===== config.mk =====
export PLATFORM = sky130hd
export DESIGN_NAME = sfx_sequencer
export DESIGN_NICKNAME = d
export VERILOG_FILES = /design/src/rtl/sfx_sequencer.sv
export SDC_FILE = /design/constraint.sdc
export NUM_CORES = 1
export LEC_CHECK = 0
export BUFFER_PORTS_ARGS = -buffer_cell sky130_fd_sc_hd__buf_2
export CORE_UTILIZATION = 25
export CTS_CLUSTER_SIZE = 8
export DETAILED_ROUTE_END_ITERATION = 8
export HOLD_SLACK_MARGIN = 0.1
export PLACE_DENSITY_LB_ADDON = 0.1
export SLEW_MARGIN = 20
export SYNTH_ARGS = -nofsm -noshare
export SYNTH_HDL_FRONTEND = slang
export SYNTH_SLANG_ARGS = --single-unit

===== constraint.sdc =====
create_clock -name clk -period 3.2 [get_ports clk]
set_input_delay 0.48 -clock clk [delete_from_list [all_inputs] [get_ports clk]]
set_output_delay 0.48 -clock clk [all_outputs]
set_load 0.02 [all_outputs]

===== src/rtl/sfx_sequencer.sv =====
// Game-event sound-effect sequencer. It turns one-cycle event pulses into a
// timed series of note requests (12-bit frequency plus a one-cycle strobe)
// for the downstream tone synthesizer.
`timescale 1ns/1ps

module sfx_sequencer #(
    parameter int unsigned NOTE_CYCLES = 32'd60000000
) (
    input  logic        clk,
    input  logic        rst_n,
    input  logic        ev_eat,
    input  logic        ev_start,
    input  logic        ev_die,
    output logic [11:0] freq,
    output logic        note_strobe,
    output logic        busy,
    output logic [1:0]  melody,
    output logic [1:0]  note_idx
);

    localparam int unsigned CNT_W  = 32;
    localparam int unsigned FREQ_W = 12;
    localparam int unsigned MEL_W  = 2;
    localparam int unsigned IDX_W  = 2;

    // Countdown reload. The strobe edge and the NOTE->HOLD edge account for
    // the other two cycles of the note period.
    localparam logic [CNT_W-1:0] LOAD_VAL = CNT_W'(NOTE_CYCLES - 32'd2);

    localparam logic [MEL_W-1:0] MEL_NONE  = 2'd0;
    localparam logic [MEL_W-1:0] MEL_EAT   = 2'd1;
    localparam logic [MEL_W-1:0] MEL_START = 2'd2;
    localparam logic [MEL_W-1:0] MEL_DIE   = 2'd3;

    typedef enum logic [1:0] {
        S_IDLE = 2'd0,
        S_NOTE = 2'd1,
        S_HOLD = 2'd2
    } state_t;

    state_t             r_state;
    logic [CNT_W-1:0]   r_count;
    logic [MEL_W-1:0]   r_ev_mel;
    logic [MEL_W-1:0]   r_melody;
    logic [IDX_W-1:0]   r_idx;
    logic [FREQ_W-1:0]  r_freq;
    logic               r_strobe;
    logic               r_busy;

    logic [MEL_W-1:0]   w_ev_mel;
    logic               w_preempt;
    logic               w_last;
    logic [IDX_W-1:0]   w_next_idx;
    logic [FREQ_W-1:0]  w_first_freq;
    logic [FREQ_W-1:0]  w_next_freq;

    // Note ROM indexed by (melody, note index).
    function automatic logic [FREQ_W-1:0] rom_freq(input logic [MEL_W-1:0] m,
                                                   input logic [IDX_W-1:0] i);
        logic [FREQ_W-1:0] f;
        f = '0;
        case ({m, i})
            {MEL_EAT,   2'd0}: f = 12'd880;
            {MEL_START, 2'd0}: f = 12'd440;
            {MEL_START, 2'd1}: f = 12'd554;
            {MEL_START, 2'd2}: f = 12'd659;
            {MEL_DIE,   2'd0}: f = 12'd659;
            {MEL_DIE,   2'd1}: f = 12'd523;
            {MEL_DIE,   2'd2}: f = 12'd440;
            {MEL_DIE,   2'd3}: f = 12'd330;
            default:           f = '0;
        endcase
        return f;
    endfunction

    // Index of the final note of each melody.
    function automatic logic [IDX_W-1:0] last_idx(input logic [MEL_W-1:0] m);
        logic [IDX_W-1:0] l;
        l = '0;
        case (m)
            MEL_START: l = 2'd2;
            MEL_DIE:   l = 2'd3;
            default:   l = 2'd0;
        endcase
        return l;
    endfunction

    // Event priority encoder: die > start > eat.
    always_comb begin
        w_ev_mel = MEL_NONE;
        if (ev_die) begin
            w_ev_mel = MEL_DIE;
        end else if (ev_start) begin
            w_ev_mel = MEL_START;
        end else if (ev_eat) begin
            w_ev_mel = MEL_EAT;
        end
    end

    // Start/preempt decision and ROM lookups for the next strobe.
    always_comb begin
        w_preempt    = (r_ev_mel > r_melody);
        w_last       = (r_idx == last_idx(r_melody));
        w_next_idx   = r_idx + 2'd1;
        w_first_freq = rom_freq(r_ev_mel, 2'd0);
        w_next_freq  = rom_freq(r_melody, w_next_idx);
    end

    // Event capture; a captured event is compared against the melody that is
    // active after the same edge, so an event on the edge busy falls restarts.
    always_ff @(posedge clk or negedge rst_n) begin
        if (!rst_n) begin
            r_ev_mel <= MEL_NONE;
        end else begin
            r_ev_mel <= w_ev_mel;
        end
    end

    // Sequencer FSM with registered outputs.
    always_ff @(posedge clk or negedge rst_n) begin
        if (!rst_n) begin
            r_state  <= S_IDLE;
            r_count  <= '0;
            r_melody <= MEL_NONE;
            r_idx    <= '0;
            r_freq   <= '0;
            r_strobe <= 1'b0;
            r_busy   <= 1'b0;
        end else begin
            r_strobe <= 1'b0;
            if (w_preempt) begin
                // New melody (from idle or higher-priority abort) wins over
                // any countdown activity this cycle.
                r_state  <= S_NOTE;
                r_melody <= r_ev_mel;
                r_idx    <= '0;
                r_freq   <= w_first_freq;
                r_strobe <= 1'b1;
                r_busy   <= 1'b1;
                r_count  <= '0;
            end else begin
                case (r_state)
                    S_IDLE: begin
                        r_state <= S_IDLE;
                    end
                    S_NOTE: begin
                        r_state <= S_HOLD;
                        r_count <= LOAD_VAL;
                    end
                    S_HOLD: begin
                        if (r_count == '0) begin
                            if (w_last) begin
                                r_state  <= S_IDLE;
                                r_melody <= MEL_NONE;
                                r_idx    <= '0;
                                r_freq   <= '0;
                                r_busy   <= 1'b0;
                            end else begin
                                r_state  <= S_NOTE;
                                r_idx    <= w_next_idx;
                                r_freq   <= w_next_freq;
                                r_strobe <= 1'b1;
                            end
                        end else begin
                            r_count <= r_count - 32'd1;
                        end
                    end
                    default: begin
                        r_state <= S_IDLE;
                    end
                endcase
            end
        end
    end

    assign freq        = r_freq;
    assign note_strobe = r_strobe;
    assign busy        = r_busy;
    assign melody      = r_melody;
    assign note_idx    = r_idx;

endmodule


[Yosys cells after proc, flatten, opt, wreduce, memory -nomap -nowiden]
Memory sizes are Yosys's and may differ from the RTL's.
Index checks and enable logic that the tools add are counted.
Word-level totals
  register bits after elaboration: 54
  bits in latches: 0
  bits in writable memories: 0
  ROM bits: 144
  bits of input ports: 5
  output and inout port bits: 18
  word-level logic and storage cells: 62
  memories kept: 1
Operators by class
  $add $sub $neg: 2
  $mul: 0
  divide/modulo/power cells: 0
  order comparisons: 1
  eq/ne operators: 10
  shift-type cells: 0
  mux-type cells: 32
  bitwise operators: 0
  reduce and logical (&&, ||, !) cells: 8
Memory list
  (name not given): words 16, bits a word 9, read ports 1, clocked after Yosys merged registers in 0, write ports 0, RTL line 62  | case ({m, i})
Operators with widths (number)
  $mux 32: 2
  $pmux 32 s2: 1
  $mux 12: 4
  $logic_not 32->1: 1
  $sub 32x1->32 const B: 1
  $pmux 10 s3: 1
  $mux 2: 12
  $eq 2x2->1 const B: 5
  $mux 1: 10
  $pmux 2 s2: 2
  $ne 3x3->1 const B: 2
  $reduce_bool 2->1: 3
  $eq 2x1->1 const B: 2
  $reduce_and 2->1: 2
  $reduce_and 3->1: 1
  $reduce_bool 3->1: 1
  $add 2x1->2 const B: 1
  $eq 2x2->1: 1
  $gt 2x2->1: 1

[Depth between registers and ports, before layout]
  depth after elaboration: 7
  mapped depth: 9
  depth with buffers taken out: 7

[Worst setup path after synthesis]
Ideal clock, no wire load.
  kind: flip-flop to flip-flop
  start: register r_count[0]
  end: register r_count[1]
  setup time: 123 ps
  arrival: 2436 ps
  required time: 3077 ps
  setup slack: 641 ps
  stages on the path, launching flop included: 10
  path buffers: 2
  clock period less this slack: 2559 ps
  path through: dfrtp_1 -> inv_1 -> ha_1 -> or3b_4 -> or4_1 -> buf_2 -> nor3_2 -> buf_4 -> o21ai_0 -> o221a_2
Between the ends
  cells in the longest elaborated chain, start to end: 4
  elaborated cells on any way between the ends: 7
  classes of those cells: add/sub: 1; eq/ne: 1; mux: 3; reduce/logical: 2
Ends and longest elaborated chain
  from (decl): RTL line 42  | logic [CNT_W-1:0] r_count;
  from (signal assigned): RTL line 165  | r_count <= r_count - 32'd1;
  $sub 32x1->32: RTL line 165
  $mux 32: RTL line 151  | if (r_count == '0) begin
  $pmux 32 s2: RTL line 142  | case (r_state)
  $mux 32: RTL line 131  | if (w_preempt) begin
Parallel ways exist; a longest one is shown, timed or not. The select of a mux whose other input is x is not followed.
A chain may end at the register's enable or synchronous reset.

[Final worst setup path]
  start: register r_count[0]
  end: register r_count[14]
Same word-level chain as after synthesis.

==> results.md <==
- Avg Cell Area, Syn: approximately 8.9 µm²
- Switching power: 0.001760 W
- Area growth syn-to-layout: 15.38%
- Worst EP arrival: 3.18 ns
- Setup Fix Bufs, Post-CTS: 0
- Finished Layout Cells: ~560
- Cts repair resizes: 0
- CTS root buffer: clkbuf_16
- Worst setup margin: 0.2669 ns
- CTS H-tree depth: 2
- CTS Buf Count: 5
- Critical path cell sequence: inv_1, ha_1, or3b_4, or4_1, o31ai_4, and2_1, a211o_1
- Clk_skew: 0.01093 ns
- Fin Hold WS: about 0.12 ns
- F_max: 340.9 MHz
- Die Y: 116.2 µm
- Reg-to-Reg End: r_count[14]$_DFFE_PN0P_
- Top_reg_cell synth: dfrtp_1
- Most common cell after layout, fill and taps aside: dfrtp_1
- Simple-Gate Fraction of Synth Area: 27.20%
- Seq/Total Area, Yosys: around two fifths
- Initial Util: 25.74%
- IO Pins: 23
- RSZ-0062 raised after global routing: no
- Global-route congestion overflow total: 0
- Slew Viols, Final: 0
- Power per Cell Area: 972.1 nW/µm²
- Reg2reg start: r_count[0]$_DFFE_PN0P_
- Crit end category: register
- YS warnings: 0
- Clock power share: 15.4%
- Antenna-violating nets left: 0
- Initial antenna violation count: 0
- Setup slack after placement: 0.2305 ns
- First-pass GRT wire length: 16.33 mm
- R2R setup slack: about 0.27 ns
- Number of port buffers: 19
- Delay-heaviest family, CP: simple AND/OR/NAND/NOR gates
- Final GP Congestion: 0.7702
- Width of the chip: 116.2 µm
- Area of the multi-input gates: between 1500 and 2000 µm²
- Antenna cell count: 0
- #FFs+latches synth: between 50 and 60
- Yosys cell types: 62
- R2R depth: 7
- Placed insts: 554
- Internal power: 0.001898 W
- Comb power frac: 54.2%
- CP Max Fanout: 9
- Most frequent cells in the layout: dfrtp_1, nand2_1, nor2_1
- Sw frac: 48.11%
- Compound-Gate Fraction of Synth Area: 20.60%
- Startpoint types: register
- Vias in the first global route: 2856
- Fin. Hold Viols: 0
- Cell count after synthesis: 367
- Status: completed
- Post-Syn Area: 3262 µm²
- CTS clk-pin slew, worst paths: 0.07 ns
- Post-Synth XOR/XNOR Area: 1.343%
- Lkg Pwr: 1.545 nW
- Main combinational cell family by area after synthesis: simple AND/OR/NAND/NOR gates
- Deepest clock path buffer count: 2
- Final period utilization: between 90% and 100%
- Worst VDD drop: 0.0002902 V
- Filler cells: 1332
- Setup TNS: 0 ns
- Max incr delay on CP: ~0.78 ns
- Post-synthesis mux area share: under 10%
- Share of cells above drive strength 1: approximately 16%
- Clk Latency, worst-skew pair: approximately 0.30 ns
- DRT Pass-1 Iters: 4
- Largest net degree at the start of global routing: 35
- Worst Path Required: 3.44 ns
- Max-Cap Viols: 0
- Min Tclk post-route: 2.933 ns
- Die area: 13510 µm²
- Post-DP HPWL: between 7 and 8 mm
- FF+latch area: 1276 µm²
- Total number of vias: 2904
- Hold buffers post-CTS: 0
- DRC Markers: 0
- Setup violators final: 0
- Critical path buffers and inverters: 1
- Hold Crit Class: input pin to async pin
- Nets: 406
- Clk sinks: 51
- Yosys top cell by area: dfrtp_1
- Worst-Margin Slew: 0.6619 ns
- Relative slew slack: ~56%
- Post-synth top area share: 39.13%
- CORE AREA: 12670 µm²
- Largest cells by area after synthesis: dfrtp_1, ha_1, nor4_1
- Crit Path Class: register to register
- Crit-path slowest cell: or4_1
- EDFF count, synth: 0
- Total global-route track usage: between 10% and 20%
- Overall Power: 0.003659 W
- Post-Synth Adder-Cell Area: 4.603%
- CTS tree: yes
- Number of cell rows: approximately 40
- WL/cell: between 15 and 20 µm
- Routed vias/inst: about 5.2
- Ys async rst share: 100.0%
- DRT iter0 DRCs: 188
- Seq pwr share: 30.3%
- WL final: roughly 10 mm
[routing by layer]
metal  GRT usage (%)  share of wire (%)  vias to the layer above
met4           3.932               0.89                        0
met1           22.37                 50                     1401
met5               0                  0                        -
met3           3.581                3.1                        7
li1                -                  -                     1447
met2           25.64                 46                       49
[power by group through the flow]
stage	clock [W]	sequential, W	combinational (W)
2_1_floorplan	0	0.00112	0.00130
3_3_place_gp	0	0.00112	0.00200
5_1_grt	0.000619	0.00116	0.00220
6_report	0.000565	0.00111	0.00198
3_5_place_dp	0	0.00112	0.00199
4_1_cts	0.000591	0.00111	0.00200
[Yosys cell counts (all sizes together) (10+ instances only)]
cell    number
ha          12
or4         11
nor2        25
nor4        21
nand2       28
nor3        23
inv         11
o21ai       17
nand3       18
buf         10
dfrtp       51
a31oi       15
clkbuf      18
[how the worst max path moves through the flow]
stage / depth (start not counted) / endpoint / startpoint
after detailed placement: 7 / r_count[31]$_DFFE_PN0P_ / r_count[0]$_DFFE_PN0P_
after floorplan: 9 / r_count[1]$_DFFE_PN0P_ / r_count[0]$_DFFE_PN0P_
after CTS: 7 / r_count[14]$_DFFE_PN0P_ / r_count[0]$_DFFE_PN0P_
final: 7 / r_count[14]$_DFFE_PN0P_ / r_count[0]$_DFFE_PN0P_
after global placement: 7 / r_count[18]$_DFFE_PN0P_ / r_count[0]$_DFFE_PN0P_
after global routing: 7 / freq[3]$_DFFE_PN0P_ / r_count[0]$_DFFE_PN0P_
[logic make-up after synthesis]
family                   after synthesis
AO/OA/AOI/OAI                         93
flip-flops                            51
other                                  1
multiplexers                           5
XOR/XNOR                               5
AND/OR/NAND/NOR                      160
buffers and inverters                 40
adder cells (fa/ha/maj)               12
[flip-flops by register name, indices dropped and copies added, names as in the netlist]
signal,cells
freq,9
melody,2
r_count,32
r_state,2
r_ev_mel,2
note_idx,2
note_strobe,1
busy,1
[area by class of cell]
class / count / area share (%)
multi-input combinational: 278 / 48.24
sequential: 51 / 33.91
timing repair buffer: 41 / 6.915
tap: 172 / 5.718
clock buffer: 7 / 3.790
inverter: 12 / 1.197
clock inverter: 1 / 0.2327
[metrics by stage]
step	area, µm²	utilization (%)
after global routing	3764	29.70
after detailed placement	3612	28.51
after CTS	3764	29.70
after floorplan	3269	-
final	3764	29.70
after global placement	3612	28.51
No activity file was read; power rests on OpenSTA's default activity.
